## config.mk

```make
export PLATFORM = sky130hd
export DESIGN_NAME = mem_access_ctrl
export DESIGN_NICKNAME = d
export VERILOG_FILES = /design/src/rtl/mem_access_ctrl.sv
export SDC_FILE = /design/constraint.sdc
export NUM_CORES = 1
export LEC_CHECK = 0
export ABC_AREA = 1
export CORE_MARGIN = 2
export CORE_UTILIZATION = 38
export DETAILED_ROUTE_END_ITERATION = 7
export PLACE_DENSITY = 0.78
export SETUP_SLACK_MARGIN = 0.1
export SYNTH_ARGS = -nofsm -noshare
export SYNTH_HDL_FRONTEND = slang
export SYNTH_SLANG_ARGS = --single-unit
```

## constraint.sdc

```tcl
create_clock -name Clk -period 1.53 [get_ports Clk]
set_clock_uncertainty 0.15 [all_clocks]
set_input_delay 0.306 -clock Clk [delete_from_list [all_inputs] [get_ports Clk]]
set_output_delay 0.306 -clock Clk [all_outputs]
set_load 0.01 [all_outputs]
```

## src/rtl/mem_access_ctrl.sv

```systemverilog
// Initiator side of the four-phase RAM memory-function handshake.
// Optional accept-time alignment check enabled by defining MISALIGN_CHECK_EN.
module mem_access_ctrl #(
    parameter int unsigned TIMEOUT_CYCLES = 255
) (
    input  logic        Clk,
    input  logic        Reset_n,
    input  logic        reqValid,
    output logic        reqReady,
    input  logic        reqRW,
    input  logic [8:0]  reqAddr,
    input  logic [31:0] reqData,
    input  logic [1:0]  reqSize,
    output logic        respValid,
    output logic [31:0] respData,
    output logic        respError,
    output logic        memFuncActive,
    output logic        readWrite,
    output logic [8:0]  address,
    output logic [31:0] dataIn,
    output logic [1:0]  dataSize,
    input  logic [31:0] dataOut,
    input  logic        memFuncComplete
);

    typedef enum logic [1:0] {StIdle, StWait, StRelease, StResp} state_e;

    state_e      state_q, state_d;
    logic [7:0]  cnt_q, cnt_d;
    logic        err_q, err_d;
    logic        rw_q, rw_d;
    logic [8:0]  addr_q, addr_d;
    logic [31:0] wdata_q, wdata_d;
    logic [1:0]  size_q, size_d;
    logic [31:0] rdata_q, rdata_d;

    logic        accept;
    logic        bad_size;
    logic        misalign;
    logic [31:0] rdata_masked;

    assign accept   = reqValid && (state_q == StIdle);
    assign bad_size = (reqSize == 2'b10);

`ifdef MISALIGN_CHECK_EN
    assign misalign = ((reqSize == 2'b01) && reqAddr[0]) ||
                      ((reqSize == 2'b11) && (reqAddr[1:0] != 2'b00));
`else
    assign misalign = 1'b0;
`endif

    always_comb begin
        rdata_masked = dataOut;
        case (size_q)
            2'b00:   rdata_masked = {24'h0, dataOut[7:0]};
            2'b01:   rdata_masked = {16'h0, dataOut[15:0]};
            default: rdata_masked = dataOut;
        endcase
    end

    always_comb begin
        state_d = state_q;
        cnt_d   = cnt_q;
        err_d   = err_q;
        rw_d    = rw_q;
        addr_d  = addr_q;
        wdata_d = wdata_q;
        size_d  = size_q;
        rdata_d = rdata_q;
        case (state_q)
            StIdle: begin
                if (accept) begin
                    rw_d    = reqRW;
                    addr_d  = reqAddr;
                    wdata_d = reqData;
                    size_d  = reqSize;
                    cnt_d   = 8'd0;
                    if (bad_size || misalign) begin
                        err_d   = 1'b1;
                        state_d = StResp;
                    end else begin
                        err_d   = 1'b0;
                        state_d = StWait;
                    end
                end
            end
            StWait: begin
                // Completion takes priority over a timeout on the same edge.
                if (memFuncComplete) begin
                    if (!rw_q) rdata_d = rdata_masked;
                    state_d = StRelease;
                end else if (cnt_q == 8'(TIMEOUT_CYCLES)) begin
                    err_d   = 1'b1;
                    state_d = StRelease;
                end else begin
                    cnt_d = cnt_q + 8'd1;
                end
            end
            StRelease: begin
                if (!memFuncComplete) state_d = StResp;
            end
            StResp: begin
                state_d = StIdle;
            end
            default: begin
                state_d = StIdle;
            end
        endcase
    end

    always_ff @(posedge Clk or negedge Reset_n) begin
        if (!Reset_n) begin
            state_q <= StIdle;
            cnt_q   <= 8'd0;
            err_q   <= 1'b0;
            rw_q    <= 1'b0;
            addr_q  <= 9'd0;
            wdata_q <= 32'd0;
            size_q  <= 2'd0;
            rdata_q <= 32'd0;
        end else begin
            state_q <= state_d;
            cnt_q   <= cnt_d;
            err_q   <= err_d;
            rw_q    <= rw_d;
            addr_q  <= addr_d;
            wdata_q <= wdata_d;
            size_q  <= size_d;
            rdata_q <= rdata_d;
        end
    end

    // Decoded from the state register so an async reset drops memFuncActive at once.
    assign reqReady      = (state_q == StIdle);
    assign memFuncActive = (state_q == StWait);
    assign respValid     = (state_q == StResp);
    assign respError     = (state_q == StResp) && err_q;
    assign respData      = rdata_q;
    assign readWrite     = rw_q;
    assign address       = addr_q;
    assign dataIn        = wdata_q;
    assign dataSize      = size_q;

endmodule

```

Yosys cells after proc, flatten, opt, wreduce, memory -nomap -nowiden

Cells that the tools add are included.

Flip-flop bits (word level): 87
Output and inout bits: 80
Word-level logic and storage cells: 48

$add $sub $neg: 1
Equal/unequal tests: 12
Multiplexer cells: 16
Bitwise operators: 1
Reductions and logical operators: 10

Operators with widths:

| operator                                             | count |
|---|---|
| case mux 32 bit (2 select lines)                     | 1 |
| 2-to-1 mux 8 bit                                     | 3 |
| case mux 8 bit (2 select lines)                      | 1 |
| 2-to-1 mux 2 bit                                     | 5 |
| adder 8 x 1 -> 8 bit (second input constant)         | 1 |
| equality test 8 bit (second input constant)          | 1 |
| case mux 2 bit (4 select lines)                      | 1 |
| AND reduction 4 bit                                  | 2 |
| equality test 2 bit (second input constant)          | 3 |
| != test 2 bit (second input constant)                | 3 |
| AND reduction 3 bit                                  | 2 |
| equality test 2 x 1 -> 1 bit (second input constant) | 2 |
| logical NOT 2 bit                                    | 2 |
| 2-to-1 mux 1 bit                                     | 4 |
| != test 2 x 1 -> 1 bit (second input constant)       | 2 |
| != test 3 x 1 -> 1 bit (second input constant)       | 1 |
| logical AND 1 bit                                    | 2 |
| case mux 1 bit (2 select lines)                      | 1 |
| AND reduction 2 bit                                  | 1 |
| nonzero test 2 bit                                   | 1 |
| inverter 1 bit                                       | 1 |

Longest topological paths before layout

Depth in word-level cells: 4
Mapped depth: 11
Mapped depth without buffers: 10

Worst setup path before layout

Ideal clock, no wire load.

Path kind: register to register
From: reg state_q[1]
To: reg cnt_q[2]
Setup time: 118 ps
Arrival time: 1438 ps
Path slack: -175 ps
Stages on the path, launching flop included: 12
Path buffers: 2
Period minus slack after synthesis: 1705 ps
Cell sequence: dfrtp_1 inv_1 ha_1 buf_2 nand2_1 nand2_1 nand2_1 inv_1 nand2_2 buf_6 nand2_1 o21ai_2

Elaborated cells between the ends (all ways): 9
Those cells by class: eq/ne (4); mux (1); reduce/logical (4)

RTL lines:

| element                                                                     | RTL line | source |
|---|---|---|
| start, declared                                                             | 28       | `state_e state_q, state_d;` |
| start signal, assigned                                                      | 113      | `state_q <= StIdle;` |
| start signal, assigned                                                      | 122      | `state_q <= state_d;` |
| equality test 2 x 1 -> 1 bit *                                              | --       |  |
| net memFuncActive                                                           | 17       | `output logic memFuncActive,` |
| != test 2 bit (no source line) / nonzero test 2 bit (equally long branches) | --       |  |
| AND reduction 4 bit (no source line)                                        | --       |  |
| end signal, assigned                                                        | 123      | `cnt_q <= cnt_d;` |
| end, declared                                                               | 29       | `logic [7:0] cnt_q, cnt_d;` |

Mark *: on every way through the listed nets, which the timed path passes. The rest lies on a longest branch.
A chain may end at the register's enable or synchronous reset.

Final worst setup path

From: reg state_q[0]
To: out memFuncActive

Cells in the longest elaborated chain, start to end: 1

RTL lines:

| element                      | RTL line | source |
|---|---|---|
| equality test 2 x 1 -> 1 bit | 135      | `assign memFuncActive = (state_q == StWait);` |
| end, declared                | 17       |  |

No other way between the ends.

==> results.md <==
* Dpl cells at 636
* Final hold vios at 0
* RR Startpoint: state_q[0]
* Drt wl/cell at 15.5 um
* Number of global-route vias before repair at 3168
* Startpoint types: flop
* Most common cell after layout, fill and taps aside: nand2_1
* Post-route cell area at 5870 sq um
* Initial antenna violation count at 0
* CP max FO at 4
* TritonRoute pass-1 iters at 4
* Sequential element share of the synthesized area at 0.604
* Share of cells above drive strength 1 at 0.414
* Synth top area share at 0.604
* Total GRT Usage at 0.188
* Worst setup path end: memFuncActive
* Drt drc at 0
* Sequential share of power at 0.347
* Nature of the critical path endpoint: output pin
* Syn nets at 425
* Initial DRC Count at 95
* Area delta synth->final at 62.8%
* Clk_lat worst skew at 0.34 ns
* Yosys cell types at 20
* IO buf count at 159
* Detail Route Antenna Nets at 0
* Die Width at 101 um
* Yosys reg bits at 87
* Post-DP HPWL at 6.97 mm
* Clock-pin slew on the worst setup and hold paths at 0.09 ns
* Syn avg cell area at 10.6 sq um
* Routed met3 length at 705 um
* Final setup margin at -0.160 ns
* Reg2reg end: err_q
* Area contributors post-synth: dfrtp_1, mux2_2, nand2_1
* Pre-CTS setup slack at -0.318 ns
* GRT overflow at 0
* Fin crit period at 1.69 ns
* Total CTS buffers at 9
* Worst Tran Pin Value at 0.517 ns
* Root Buffer: clkbuf_8
* Total power at 11.0 mW
* Max-slew violation count at 0
* Warnings, synthesis at 0
* Sw Ratio at 0.367
* CTS sink count at 87
* Crit path from: state_q[0]
* Routed WL at 10.5 mm
* Worst vdd ir at 1.19 mV
* RSZ-0062 raised after global routing: true
* Hold Slack at 0.318 ns
* Synth Cell Area at 3600 sq um
* Core area at 9240 sq um
* Number of max-cap violations at 0
* Area after DPL at 5510 sq um
* Clk network pwr share at 0.154
* Commonest cells after routing, fill and taps aside: nand2_1, dfrtp_1, clkdlybuf4s50_1
* First-pass GRT wire length at 15.2 mm
* Status: finished with violations
* Fin nets at 628
* Routed length on met1 at 4.30 mm
* Crit path kind: reg2out
* Worst R2R Setup Slack at -0.15 ns
* Via density per instance at 4.69
* Pin count of the biggest net entering global routing at 47
* Vias at 3176
* Met2 WL at 5.29 mm
* Reg2reg path depth at 11
* Final period util at 1.10
* # setup viols final at 90
* Logic pwr share at 0.500
* Max clock buf depth at 2
* Leak Pwr at 2.88 nW
* Failing checks: negative setup slack
* Achievable frequency at 0.592 GHz
* Gate count of the mapped netlist at 340
* Req. time, crit path at 1.07 ns
* Cell Int Power at 6.96 mW
* CP Data Arrival Time at 1.23 ns
* Post-Layout Cell Count at 677
* Psw at 4.03 mW
* Worst min path class: in2async
* Htree depth at 3
* Top sig layer: met4
* Routability Congestion at 0.839
* Max-slew headroom at 0.656
* Initial Utilization at 0.390
* Top cell type by total area after synthesis: dfrtp_1
* Row count at 35
* CTS tree: done
* Pwr/cell area at 1870 nW/um^2
* Ant diodes at 0
* Die H at 101 um
* Io pins at 160
* Die ar. at 10300 sq um
==> power by group through the flow <==
stage | Combinational (mW) | Clock (mW) | Sequential, mW
detailed placement | 5.26 | 0 | 3.88
global route | 5.97 | 1.84 | 3.93
CTS | 5.09 | 1.74 | 3.80
floorplan | 1.93 | 0 | 4.29
global placement | 5.12 | 0 | 3.83
finish | 5.49 | 1.69 | 3.81
==> logic make-up (layout without fill, tap and decap cells) <==
kind of cell	after synthesis	after routing	synth area share
multiplexers	43	43	0.134
buffers and inverters	28	235	0.0344
AND/OR/NAND/NOR	164	165	0.189
adder cells (fa/ha/maj)	5	5	0.0174
AO/OA/AOI/OAI	13	13	0.0208
flip-flops	87	87	0.604
==> what timing repair did <==
action,4_1_cts,5_1_grt
endpoints found under the hold margin,87,0
gates cloned,3,6
setup buffers,14,1
setup endpoints to repair,166,115
pin swaps,6,3
resized for setup,322,60
hold buffers,1,0
==> worst min-delay path by stage <==
stage | endpoint | start | slack (ns) | cells past startpoint
floorplan | address[0] | Reset_n | -0.14 | 0
global placement | respData[3] | Reset_n | 0.15 | 2
detailed placement | respData[1] | Reset_n | 0.15 | 2
CTS | respData[3] | Reset_n | 0.32 | 3
global route | respData[1] | Reset_n | 0.33 | 3
finish | respData[3] | Reset_n | 0.32 | 3
==> registers in the layout (all words and copies together) (netlist names) <==
register	cells
dataSize	2
err_q	1
readWrite	1
address	9
state_q	2
respData	32
dataIn	32
cnt_q	8
==> critical path, stage by stage, from the launching register on <==
cell and delay (ns):
dfrtp_2 0.47, buf_6 0.14, ha_4 0.17, buf_6 0.12
==> synthesized netlist by cell type <==
cell / n
nand2_1: 114
dfrtp_1: 87
mux2_2: 43
nand3_1: 32
inv_1: 13
nor2_1: 12
buf_2: 9
clkbuf_1: 5
ha_1: 5
o21ai_0: 4
o21ai_1: 4
a21oi_1: 2
nand2_2: 2
o21ai_2: 2
buf_6: 1
nand2_4: 1
nor2_2: 1
nor2_4: 1
o21bai_1: 1
or2_2: 1
==> layer usage <==
layer,vias up,GRT usage
met1,1521,0.232
met4,0,0.0468
li1,1513,-
met2,127,0.323
met3,15,0.0559
met5,-,0
==> cell type report <==
class                      count  area (sq um)
clock inverter                 5          63.8
multi-input combinational    226          1500
sequential                    87          2180
timing repair buffer         205          1740
clock buffer                  11           151
tap                          129           161
fill                         743          3370
timing repair inverter         1          8.76
inverter                      13          66.3
==> per-stage QoR <==
| step | util | setup TNS, ns |
|---|---|---|
| after floorplan | - | -1.39 |
| after global placement | 0.596 | -18.01 |
| after detailed placement | 0.596 | -21.17 |
| after CTS | 0.620 | -9.27 |
| after global routing | 0.635 | -11.41 |
| final | 0.635 | -7.12 |
(Power assumes the default switching activity.)
